### config.mk
export PLATFORM = sky130hd
export DESIGN_NAME = mtm_alu_deserializer
export DESIGN_NICKNAME = d
export VERILOG_FILES = /design/src/rtl/mtm_alu_deserializer.sv
export SDC_FILE = /design/constraint.sdc
export NUM_CORES = 1
export LEC_CHECK = 0
export CORE_MARGIN = 5
export CORE_UTILIZATION = 54
export DETAILED_ROUTE_END_ITERATION = 12
export PLACE_DENSITY_LB_ADDON = 0.1
export SYNTH_ARGS = -nofsm -noshare
export SYNTH_HDL_FRONTEND = slang
export SYNTH_SLANG_ARGS = --single-unit
export TNS_END_PERCENT = 30
### constraint.sdc
create_clock -name clk -period 2.4 [get_ports clk]
set_clock_uncertainty 0.2 [all_clocks]
set_input_delay 0.48 -clock clk [delete_from_list [all_inputs] [get_ports clk]]
set_output_delay 0.48 -clock clk [all_outputs]
set_load 0.1 [all_outputs]
### src/rtl/mtm_alu_deserializer.sv
// mtm_alu_deserializer
// Receives the serial result stream of the MTM ALU on sin and decodes it.
// A packet is 4 DATA frames followed by 1 CTL frame. An error response is a
// single CTL frame with bit 7 set. Each frame is 11 bits: start(0), type,
// 8 payload bits MSB first, and stop(1).
// Results are presented on C/flags/crc with a one-cycle out_valid pulse.
// Error responses are presented on err_flags with an err_valid pulse.
// Malformed frames or sequences produce a frame_err pulse.
// Optional feature: define DESER_CRC_CHECK_EN to verify the CRC3 of each
// result packet before it is accepted.

module mtm_alu_deserializer (
    input  logic        clk,
    input  logic        rst,
    input  logic        sin,
    output logic        out_valid,
    output logic [31:0] C,
    output logic [3:0]  flags,
    output logic [2:0]  crc,
    output logic        err_valid,
    output logic [5:0]  err_flags,
    output logic        frame_err
);

    typedef enum logic [1:0] {
        S_IDLE,
        S_TYPE,
        S_PAYLOAD,
        S_STOP
    } state_t;

    state_t      state_q, state_d;
    logic [2:0]  bit_cnt_q, bit_cnt_d;
    logic        type_q, type_d;
    logic [7:0]  shift_q, shift_d;
    logic [2:0]  frame_cnt_q, frame_cnt_d;
    logic [31:0] data_q, data_d;
    logic        need_high_q, need_high_d;
    logic [31:0] c_q, c_d;
    logic [3:0]  flags_q, flags_d;
    logic [2:0]  crc_q, crc_d;
    logic [5:0]  err_flags_q, err_flags_d;
    logic        out_valid_q, out_valid_d;
    logic        err_valid_q, err_valid_d;
    logic        frame_err_q, frame_err_d;
    logic        crc_ok;

`ifdef DESER_CRC_CHECK_EN
    // CRC3 with polynomial x^3+x+1 and init 0, fed MSB first.
    function automatic logic [2:0] crc3_calc(input logic [36:0] bits);
        logic [2:0] r;
        logic       fb;
        r = 3'b000;
        for (int i = 36; i >= 0; i--) begin
            fb = r[2] ^ bits[i];
            r  = {r[1], r[0] ^ fb, fb};
        end
        return r;
    endfunction

    // The check covers the assembled result word, a zero pad bit and the flags.
    assign crc_ok = (crc3_calc({data_q, 1'b0, shift_q[6:3]}) == shift_q[2:0]);
`else
    // Without the check, the received crc field is passed through untouched.
    assign crc_ok = 1'b1;
`endif

    // State register with synchronous active-low reset.
    always_ff @(posedge clk) begin
        if (!rst) begin
            state_q     <= S_IDLE;
            bit_cnt_q   <= 3'd0;
            type_q      <= 1'b0;
            shift_q     <= 8'd0;
            frame_cnt_q <= 3'd0;
            data_q      <= 32'd0;
            // The line must be seen high before a start bit is accepted, so
            // the tail of a frame cut short by reset is not decoded as a frame.
            need_high_q <= 1'b1;
            c_q         <= 32'd0;
            flags_q     <= 4'd0;
            crc_q       <= 3'd0;
            err_flags_q <= 6'd0;
            out_valid_q <= 1'b0;
            err_valid_q <= 1'b0;
            frame_err_q <= 1'b0;
        end else begin
            // NOTE: non-blocking assignments make every register sample the
            // pre-edge values, so their order in this block does not matter.
            state_q     <= state_d;
            bit_cnt_q   <= bit_cnt_d;
            type_q      <= type_d;
            shift_q     <= shift_d;
            frame_cnt_q <= frame_cnt_d;
            data_q      <= data_d;
            need_high_q <= need_high_d;
            c_q         <= c_d;
            flags_q     <= flags_d;
            crc_q       <= crc_d;
            err_flags_q <= err_flags_d;
            out_valid_q <= out_valid_d;
            err_valid_q <= err_valid_d;
            frame_err_q <= frame_err_d;
        end
    end

    // Frame FSM, packet sequencing and output updates.
    always_comb begin
        // NOTE: every signal gets a default before the case statement. Any path
        // that leaves a signal unassigned would otherwise infer a latch.
        state_d     = state_q;
        bit_cnt_d   = bit_cnt_q;
        type_d      = type_q;
        shift_d     = shift_q;
        frame_cnt_d = frame_cnt_q;
        data_d      = data_q;
        need_high_d = need_high_q;
        c_d         = c_q;
        flags_d     = flags_q;
        crc_d       = crc_q;
        err_flags_d = err_flags_q;
        out_valid_d = 1'b0;
        err_valid_d = 1'b0;
        frame_err_d = 1'b0;

        unique case (state_q)
            S_IDLE: begin
                if (need_high_q) begin
                    if (sin) begin
                        need_high_d = 1'b0;
                    end
                end else if (!sin) begin
                    state_d = S_TYPE;
                end
            end

            S_TYPE: begin
                type_d    = sin;
                bit_cnt_d = 3'd0;
                state_d   = S_PAYLOAD;
            end

            S_PAYLOAD: begin
                shift_d   = {shift_q[6:0], sin};
                bit_cnt_d = bit_cnt_q + 3'd1;
                if (bit_cnt_q == 3'd7) begin
                    state_d = S_STOP;
                end
            end

            S_STOP: begin
                // IDLE is reached straight from here, so a start bit in the
                // next cycle is accepted and back-to-back frames need no gap.
                state_d = S_IDLE;
                if (!sin) begin
                    // Broken stop bit: resynchronise on the next high line.
                    frame_err_d = 1'b1;
                    frame_cnt_d = 3'd0;
                    need_high_d = 1'b1;
                end else if (!type_q) begin
                    // DATA frame: collect up to four bytes, first byte on top.
                    if (frame_cnt_q < 3'd4) begin
                        unique case (frame_cnt_q[1:0])
                            2'd0: data_d[31:24] = shift_q;
                            2'd1: data_d[23:16] = shift_q;
                            2'd2: data_d[15:8]  = shift_q;
                            2'd3: data_d[7:0]   = shift_q;
                        endcase
                        frame_cnt_d = frame_cnt_q + 3'd1;
                    end else begin
                        frame_err_d = 1'b1;
                        frame_cnt_d = 3'd0;
                    end
                end else if (!shift_q[7]) begin
                    // Result CTL: closes a packet of exactly four DATA frames.
                    if ((frame_cnt_q == 3'd4) && crc_ok) begin
                        c_d         = data_q;
                        flags_d     = shift_q[6:3];
                        crc_d       = shift_q[2:0];
                        out_valid_d = 1'b1;
                    end else begin
                        frame_err_d = 1'b1;
                    end
                    frame_cnt_d = 3'd0;
                end else begin
                    // Error CTL: only valid as a stand-alone frame.
                    if (frame_cnt_q == 3'd0) begin
                        err_flags_d = shift_q[6:1];
                        err_valid_d = 1'b1;
                    end else begin
                        frame_err_d = 1'b1;
                    end
                    frame_cnt_d = 3'd0;
                end
            end
        endcase
    end

    assign out_valid = out_valid_q;
    assign C         = c_q;
    assign flags     = flags_q;
    assign crc       = crc_q;
    assign err_valid = err_valid_q;
    assign err_flags = err_flags_q;
    assign frame_err = frame_err_q;

endmodule

==> impl_metrics.env <==
export IMPL_status="finished clean"
export IMPL_synth_cell_types=25
export IMPL_dieWidth_um=93.32
export IMPL_clock_sinks=98
export IMPL_path_buf_inv=2
export IMPL_path_cells="inv_1 -> ha_1 -> nand4_2 -> nor3b_4 -> buf_4 -> mux2i_1"
export IMPL_finalHoldViolCount=0
export IMPL_ir_drop_mv=0.3654
export IMPL_antenna_found_initial=0
export IMPL_first_pass_iters=4
export IMPL_ios=51
export IMPL_critPathLaunch="frame_cnt_q[0]"
export IMPL_cts_buffer_depth=2
export IMPL_reg2reg_depth=6
export IMPL_cap_violations=0
export IMPL_finalSetupTns_ns=0
export IMPL_worstPathArrival_ns=2.03
export IMPL_viasPerCell=5.102
export IMPL_drive_above_1_share_pct=19.80
export IMPL_io_buffers=50
export IMPL_routed_wl_mm=7.156
export IMPL_syn_nets=366
export IMPL_wl_per_cell_um=14.63
export IMPL_slowest_stage="dfxtp_1"
export IMPL_fin_crit_ns=1.951
export IMPL_r2r_slack_ns=0.45
export IMPL_ctsHoldBuffers=0
export IMPL_path_class="reg -> reg"
export IMPL_syn_area_per_cell_um2=10.62
export IMPL_gp_congestion=0.7953
export IMPL_mostFrequentLayoutCell="dfxtp_1"
export IMPL_synth_top_cell_by_area="dfxtp_1"
export IMPL_rr_startpoint="frame_cnt_q[0]"
export IMPL_synth_yosys_seq_area_share_pct=52.34
export IMPL_synth_area_mm2=0.003749
export IMPL_critical_path_required_ns=2.48
export IMPL_area_delta_synth_final_pct=16.52
export IMPL_synthTopCellsByArea="dfxtp_1 52%, mux2i_1 23%, nand2_1 9.1%"
export IMPL_hp_class="reg -> reg"
export IMPL_fin_crit_sh_pct=81.29
export IMPL_worst_pin_slew_ns=0.6355
export IMPL_critPathMaxStageDelay_ns=0.35
export IMPL_slew_headroom_pct=57.63
export IMPL_dp_cells=473
export IMPL_power_w=0.002974
export IMPL_tritoncts="yes"
export IMPL_grt_pass1_wl_mm=11.99
export IMPL_final_cell_mix="98 x dfxtp_1, 91 x nand2_1, 88 x mux2i_1"
export IMPL_vias=2495
export IMPL_n_antenna_cell=0
export IMPL_grt_pass1_vias=2458
export IMPL_r2r_end="C[18]"
export IMPL_end_kind="flop"
export IMPL_grt_usage_pct=17.55
export IMPL_rsz0062_at_grt="no"
export IMPL_netlist_area_leader_share_pct=52.34
export IMPL_htreeDepth=3
export IMPL_whs_endpoint="C[5]"
export IMPL_synthCells=353
export IMPL_dp_hpwl_mm=4.893
export IMPL_timing_fmax_mhz=512.6
export IMPL_ys_warn_count=0
export IMPL_cts_resized=0
export IMPL_die_h_um=93.32
export IMPL_p_leak_nw=1.827
export IMPL_setup_viol=0
export IMPL_power_density_mw_per_mm2=680.8
export IMPL_drc_errors=0
export IMPL_cts_buffers=9
export IMPL_post_cts_buffers=0
export IMPL_nNetsFinal=417
export IMPL_die_area_mm2=0.008708
export IMPL_place_ws_ns=0.07999
export IMPL_start_util_pct=55.48
export IMPL_rows=30
export IMPL_clock_latency_ns=0.35
export IMPL_worst_slack_ns=0.4490
export IMPL_clock_root_buffer="clkbuf_8"
export IMPL_whs_path_depth=2
export IMPL_clk_transition_reported_paths_ns=0.10
export IMPL_grt_max_degree=47
export IMPL_final_cells=489
export IMPL_drt_initial_drc_count=81
export IMPL_final_max_slew_viol_count=0
export IMPL_grt_ovfl_total=0
export IMPL_core_area_mm2=0.006756
export IMPL_ant_nets=0
export IMPL_cp_top_family="simple AND/OR/NAND/NOR gates"
export IMPL_cp_depth=6
export IMPL_critPathLaunchType="flop"
export IMPL_synth_seq_cells=98
export IMPL_hold_path_startpoint="data_q[5]"
export IMPL_critPathMaxFanout=15
## power by group
group          internal (W)  switching (W)  leakage [nW]
sequential          0.00165      0.0000241         0.790
combinational      0.000105       0.000134         0.943
clock              0.000494       0.000566        0.0939
total               0.00225       0.000725          1.83
## synthesized netlist by cell type (all sizes together)
master,number
buf,10
mux2i,88
nand4,1
ha,10
nand2b,4
and2,3
o21a,1
clkbuf,9
a21oi,3
nand2,95
dfxtp,98
a2bb2oi,1
nor3b,2
and4bb,1
nor2b,11
nand3,2
o221a,1
o21ai,2
inv,5
a21boi,5
nand4b,1
## area by class of cell
class	instances	area (µm²)
Fill cell	584	2389
Sequential cell	98	1962
Multi-Input combinational cell	231	1645
Timing Repair Buffer	59	442.9
Clock buffer	10	127.6
Tap cell	80	100.1
Clock inverter	6	71.32
Inverter	5	18.77
## metal layers
metal	up-vias	routed length, µm	GRT usage, %
li1	1283	-	-
met1	1165	3495	22.58
met2	40	3305	28.53
met3	7	283	3.942
met4	0	72	6.960
met5	-	0	0
## flip-flops by register name (all words and copies together), names as in the netlist
signal       count
shift_q          8
frame_cnt_q      3
data_q          32
bit_cnt_q        3
err_flags        6
frame_err        1
err_valid        1
crc              3
C               32
state_q          2
out_valid        1
flags            4
need_high_q      1
type_q           1
## worst max-delay path by stage
stage / to / slack (ns)
2_1_floorplan: C[0] / 0.62
3_3_place_gp: err_flags[0] / 0.12
3_5_place_dp: C[18] / 0.08
4_1_cts: C[18] / 0.44
5_1_grt: C[9] / 0.30
6_report: C[18] / 0.45
## kinds of logic (layout without fill, tap and decap cells)
family	count (synthesis)	after routing	synth area share, %
and+or+nand+nor	120	120	14.65
DFF	98	98	52.34
muxes	88	88	23.50
buffers and inverters	24	80	3.772
AOI/OAI and AO/OA	13	13	2.403
adders and majority gates	10	10	3.338
## stage by stage
| step | utilization (%) | area [µm²] | hold WS (ns) |
|---|---|---|---|
| after floorplan | - | 3749 | 0.2458 |
| after global placement | 61.70 | 4169 | 0.2435 |
| after detailed placement | 61.70 | 4169 | 0.2481 |
| after CTS | 64.65 | 4368 | 0.2597 |
| after global routing | 64.65 | 4368 | 0.2729 |
| final | 64.65 | 4368 | 0.2623 |
## worst register-to-register path: cells and delay by family, from the launching register on
| family | cells | cell delay [ns] |
|---|---|---|
| multiplexers | 1 | 0.24 |
| adder cells (fa/ha/maj) | 1 | 0.25 |
| flip-flops | 1 | 0.35 |
| buffers and inverters | 2 | 0.41 |
| AND/OR/NAND/NOR | 2 | 0.43 |
Note: power is estimated with default switching activity, not from simulation.
